===== src/rtl/fc_pkg.sv =====
// Shared definitions for the fully-connected classification head.
package fc_pkg;

  localparam int FC_SCORE_W     = 38;
  localparam int FC_NUM_CLASSES = 10;

  typedef enum logic [1:0] {
    IDLE    = 2'd0,
    COLLECT = 2'd1,
    DONE    = 2'd2
  } argmax_state_t;

endpackage


===== src/rtl/argmax_cmp.sv =====
// Signed greater-than between an incoming score and the current best.
module argmax_cmp #(
  parameter int SCORE_W = 38
) (
  input  logic [SCORE_W-1:0] i_score,
  input  logic [SCORE_W-1:0] i_best,
  output logic               o_gt
);

  // Strict compare keeps the earlier (lower) index on ties.
  assign o_gt = $signed(i_score) > $signed(i_best);

endmodule


===== src/rtl/fc_argmax.sv =====
// Streaming argmax over NUM_CLASSES signed scores with a valid/ready result.
module fc_argmax
  import fc_pkg::*;
#(
  parameter int NUM_CLASSES = FC_NUM_CLASSES,
  parameter int SCORE_W     = FC_SCORE_W,
  parameter int IDX_W       = $clog2(NUM_CLASSES)
) (
  input  logic               clk,
  input  logic               rst_n,
  input  logic               start,
  input  logic               in_valid,
  output logic               in_ready,
  input  logic [SCORE_W-1:0] in_data,
  input  logic               in_last,
  output logic               out_valid,
  input  logic               out_ready,
  output logic [IDX_W-1:0]   out_class,
  output logic [SCORE_W-1:0] out_score,
  output logic               out_err,
  output logic               busy
);

  argmax_state_t r_state;
  argmax_state_t w_state_next;

  logic [IDX_W-1:0]   r_cnt;
  logic [IDX_W-1:0]   r_best_idx;
  logic [SCORE_W-1:0] r_best_score;
  logic               r_err;

  logic w_gt;
  logic w_accept;
  logic w_last_beat;
  logic w_replace;
  logic w_clear;

  argmax_cmp #(
    .SCORE_W (SCORE_W)
  ) u_cmp (
    .i_score (in_data),
    .i_best  (r_best_score),
    .o_gt    (w_gt)
  );

  assign w_accept    = in_valid && (r_state == COLLECT);
  assign w_last_beat = (r_cnt == IDX_W'(NUM_CLASSES - 1));
  assign w_replace   = w_accept && ((r_cnt == '0) || w_gt);
  assign w_clear     = (r_state == IDLE) && start;

  always_ff @(posedge clk or negedge rst_n) begin
    if (!rst_n) begin
      r_state <= IDLE;
    end else begin
      r_state <= w_state_next;
    end
  end

  always_comb begin
    w_state_next = r_state;
    case (r_state)
      IDLE:    if (start) w_state_next = COLLECT;
      COLLECT: if (w_accept && w_last_beat) w_state_next = DONE;
      DONE:    if (out_ready) w_state_next = IDLE;
      default: w_state_next = IDLE;
    endcase
  end

  always_ff @(posedge clk or negedge rst_n) begin
    if (!rst_n) begin
      r_cnt        <= '0;
      r_best_idx   <= '0;
      r_best_score <= '0;
      r_err        <= 1'b0;
    end else if (w_clear) begin
      r_cnt        <= '0;
      r_best_idx   <= '0;
      r_best_score <= '0;
      r_err        <= 1'b0;
    end else if (w_accept) begin
      r_cnt <= r_cnt + 1'b1;
      if (w_replace) begin
        r_best_idx   <= r_cnt;
        r_best_score <= in_data;
      end
      // Flag in_last on the wrong beat, or missing on the final beat.
      if (in_last != w_last_beat) begin
        r_err <= 1'b1;
      end
    end
  end

  assign in_ready  = (r_state == COLLECT);
  assign out_valid = (r_state == DONE);
  assign busy      = (r_state != IDLE);
  assign out_class = r_best_idx;
  assign out_score = r_best_score;
  assign out_err   = r_err;

endmodule


===== config.mk =====
export PLATFORM = sky130hd
export DESIGN_NAME = fc_argmax
export DESIGN_NICKNAME = d
export VERILOG_FILES = /design/src/rtl/fc_pkg.sv /design/src/rtl/argmax_cmp.sv /design/src/rtl/fc_argmax.sv
export SDC_FILE = /design/constraint.sdc
export NUM_CORES = 1
export LEC_CHECK = 0
export ABC_CLOCK_PERIOD_IN_PS = 5600
export CORE_MARGIN = 10
export CORE_UTILIZATION = 30
export CTS_BUF_LIST = sky130_fd_sc_hd__clkbuf_8
export DETAILED_ROUTE_END_ITERATION = 10
export PLACE_DENSITY = 0.54
export SLEW_MARGIN = 40
export SYNTH_ARGS = -nofsm -noshare
export SYNTH_HDL_FRONTEND = slang
export SYNTH_SLANG_ARGS = --single-unit

===== constraint.sdc =====
create_clock -name clk -period 5.6 [get_ports clk]
set_input_delay 0.56 -clock clk [delete_from_list [all_inputs] [get_ports clk]]
set_output_delay 0.56 -clock clk [all_outputs]
set_load 0.03 [all_outputs]

==> summary.md <==
| Metric | Value |
|---|---|
| CP max-delay cell | a21oi_2 |
| Top_reg_cell synth | dfrtp_1 |
| P per Cell Area | 574 nW/um2 |
| # hold bufs at CTS | 0 |
| Post-synth EDFFs | 0 |
| Final slew viol count | 0 |
| Die width | approximately 120 um |
| Drt wl/cell | 14.9 um |
| Ys async rst share | 100% |
| Post-CTS sizing | 0 |
| Die height | 123 um |
| RSZ-0062 raised after global routing | false |
| Vias per cell | 4.55 |
| Clock skew | 0.00407 ns |
| Clock network fraction of total power | ~8.2% |
| Max cap viols | 0 |
| Post-CTS setup repair buffer count | 0 |
| Delay of the slowest critical-path stage | 0.60 ns |
| Final antenna-violating net count | 0 |
| GR Overflow Total | 0 |
| Leakage power | roughly 2.0 nW |
| Routed vias | 2496 |
| CTS tree | yes |
| Peak VDD IR | 0.209 mV |
| # nets final | 497 |
| Sw Share | 45.8% |
| Routed wire length | 8.17 mm |
| H-tree depth | 2 |
| Worst-Margin Slew | slightly above 0.7 ns |
| HPWL Detailed | 6.30 mm |
| Status | complete, no violations |
| Slew margin rel. | 51.8% |
| Arrival time at the worst endpoint | 3.48 ns |
| Distinct cells, synth | 40 |
| Global Route Usage Sum | about 11% |
| First-pass DRT Iterations | 4 |
| Initial antenna violation count | 0 |
| Syn. warnings | 0 |
| Synth-to-Final Area Change | 34.3% |
| Worst-Skew Late Latency | 0.30 ns |
| Net Count, Synth | 411 |
| Pre-CTS setup slack | around 1.7 ns |
| Critical Path End Type | flop |
| GP Congestion | 0.754 |
| Critical-path maximum fanout | 29 |
| Final hold viol count | 0 |
| Sinks on Clock Net | 49 |
| Commonest cells after routing, fill and taps aside | clkdlybuf4s50_1, inv_1, dfrtp_1 |
| Setup violations, final | 0 |
| Root Buffer Master | clkbuf_8 |
| Die area | 15000 um2 |
| Yosys reg bits | 49 |
| Final WS setup | 2.31 ns |
| Pin count of the biggest net entering global routing | 50 |
| First-pass GRT wire length | 13.5 mm |
| IO Pins | 90 |
| Fmax | 304 MHz |
| Critical path class | input port to flop |
| Row count | 37 |
| Syn Inst Count | 326 |
| Post-synthesis sequential area ratio | between 30% and 40% |
| Flop pwr share | 25.7% |
| Hold crit path type | input port to asynchronous set/reset pin |
| Net switching power figure | 0.00111 W |
| Final Critical Period | 3.29 ns |
| Clock Path Buffers | 2 |
| Comb pwr share | between 60% and 70% |
| Post-synthesis area per instance | 9.68 um2 |
| CP Launch Type | input port |
| Setup TNS | 0 ns |
| Drc violations | 0 |
| Share of cells above drive strength 1 | 10.7% |
| Starting Density | 30.7% |
| Worst-path cell chain | clkdlybuf4s50_1, ha_1, a21oi_1, nand2_1, a221oi_2, o21ai_2, a21oi_2, nand2_4, mux2_4 |
| Port-buffer cells | 89 |
| Fin crit share | 58.7% |
| Core area | 10300 um2 |
| Clock slew at reported path FFs | 0.09 ns |
| P_int | about 0.0013 W |
| Commonest non-fill, non-tap cell in the layout | clkdlybuf4s50_1 |
| Worst EP required | 5.79 ns |
| Initial DRC Count | 149 |
| Cts bufs inserted | 5 |
| # diodes | 0 |
| Vias in the first global route | 2643 |
| Filler cells | ~1000 |
| Mapped Area | 3160 um2 |
-- stage by stage --
step | utilization (%) | std cells | hold WS (ns) | instance area, um2 | total power, W
finish | 41.2 | 549 | 0.362 | 4240 | 0.00243
CTS | 41.2 | 549 | 0.387 | 4230 | 0.00248
global route | 41.2 | 549 | 0.419 | 4240 | 0.00266
floorplan | - | 326 | 0.264 | 3160 | 0.00173
detailed placement | 40.4 | 541 | 0.507 | 4150 | 0.00226
global placement | 40.4 | 541 | 0.494 | 4150 | 0.00225
-- cell type report --
class	count	area, um2	share of cell area, %
inverters	46	173	4.08
repair buffers	91	901	21.3
multi-input cells	219	1690	39.8
clock inverters	3	11.3	0.266
well taps	136	170	4.02
flip-flops and latches	49	1230	28.9
clock buffers	5	68.8	1.62
-- logic make-up after synthesis --
group                      synth area share (%)
AOI/OAI and AO/OA                          10.3
xor gates and xnor gates                   1.11
adders and majority gates                  16.3
buffers and inverters                      7.85
DFF                                        38.9
muxes                                      11.4
and+or+nand+nor                            14.2
-- worst paths after layout --
kind                               from             to  slack (ns)  depth (start not counted)
setup / recovery             in_data[4]  out_score[32]        2.31                          9
hold / removal                    rst_n  out_score[16]        0.36                          2
setup reg to reg           out_score[4]  out_score[32]        2.64                          9
hold reg to reg                 out_err        out_err        0.52                          2
max in group asynchronous         rst_n   out_score[1]        4.81                          2
min in group clk                out_err        out_err        0.52                          2
-- sequential cells by signal, summed over array words and instances (netlist names) --
register	flops
r_state	2
out_err	1
out_class	4
out_score	38
r_cnt	4
-- power by group through the flow --
stage	Sequential, W	Clock [W]	Combinational, W
after floorplan	0.000915	0	0.000819
after global placement	0.000634	0	0.00161
after detailed placement	0.000634	0	0.00163
after CTS	0.000628	0.000214	0.00164
after global routing	0.000651	0.000230	0.00178
final	0.000624	0.000200	0.00161
-- critical path: cells and delay by family --
kind | cells | cell delay (ns)
AOI/OAI and AO/OA | 4 | 1.19
adders and majority gates | 1 | 0.34
muxes | 1 | 0.41
and+or+nand+nor | 2 | 0.51
buffers and inverters | 1 | 0.44
-- synthesized netlist by cell type, drive strengths merged, types with 3 or more instances --
library cell	number	share of area (%)
nand4	10	2.2
clkbuf	7	0.83
ha	41	16
and2	3	0.67
nor2	34	4.0
a21oi	20	3.3
buf	5	1.5
nand3	16	2.5
a221oi	3	1.0
inv	46	5.5
nand2	22	2.7
dfrtp	49	39
mux2	28	11
nor4	3	0.79
o21ai	14	2.3
o31ai	10	2.4
-- routing by layer --
| layer | vias up | routed length [um] | track usage, % |
|---|---|---|---|
| met2 | 46 | 4120 | 19.4 |
| li1 | 1289 | - | - |
| met1 | 1156 | 3570 | 13.4 |
| met4 | 0 | 68 | 2.87 |
| met5 | - | 0 | 0 |
| met3 | 5 | 413 | 2.85 |
(Power assumes the default switching activity.)
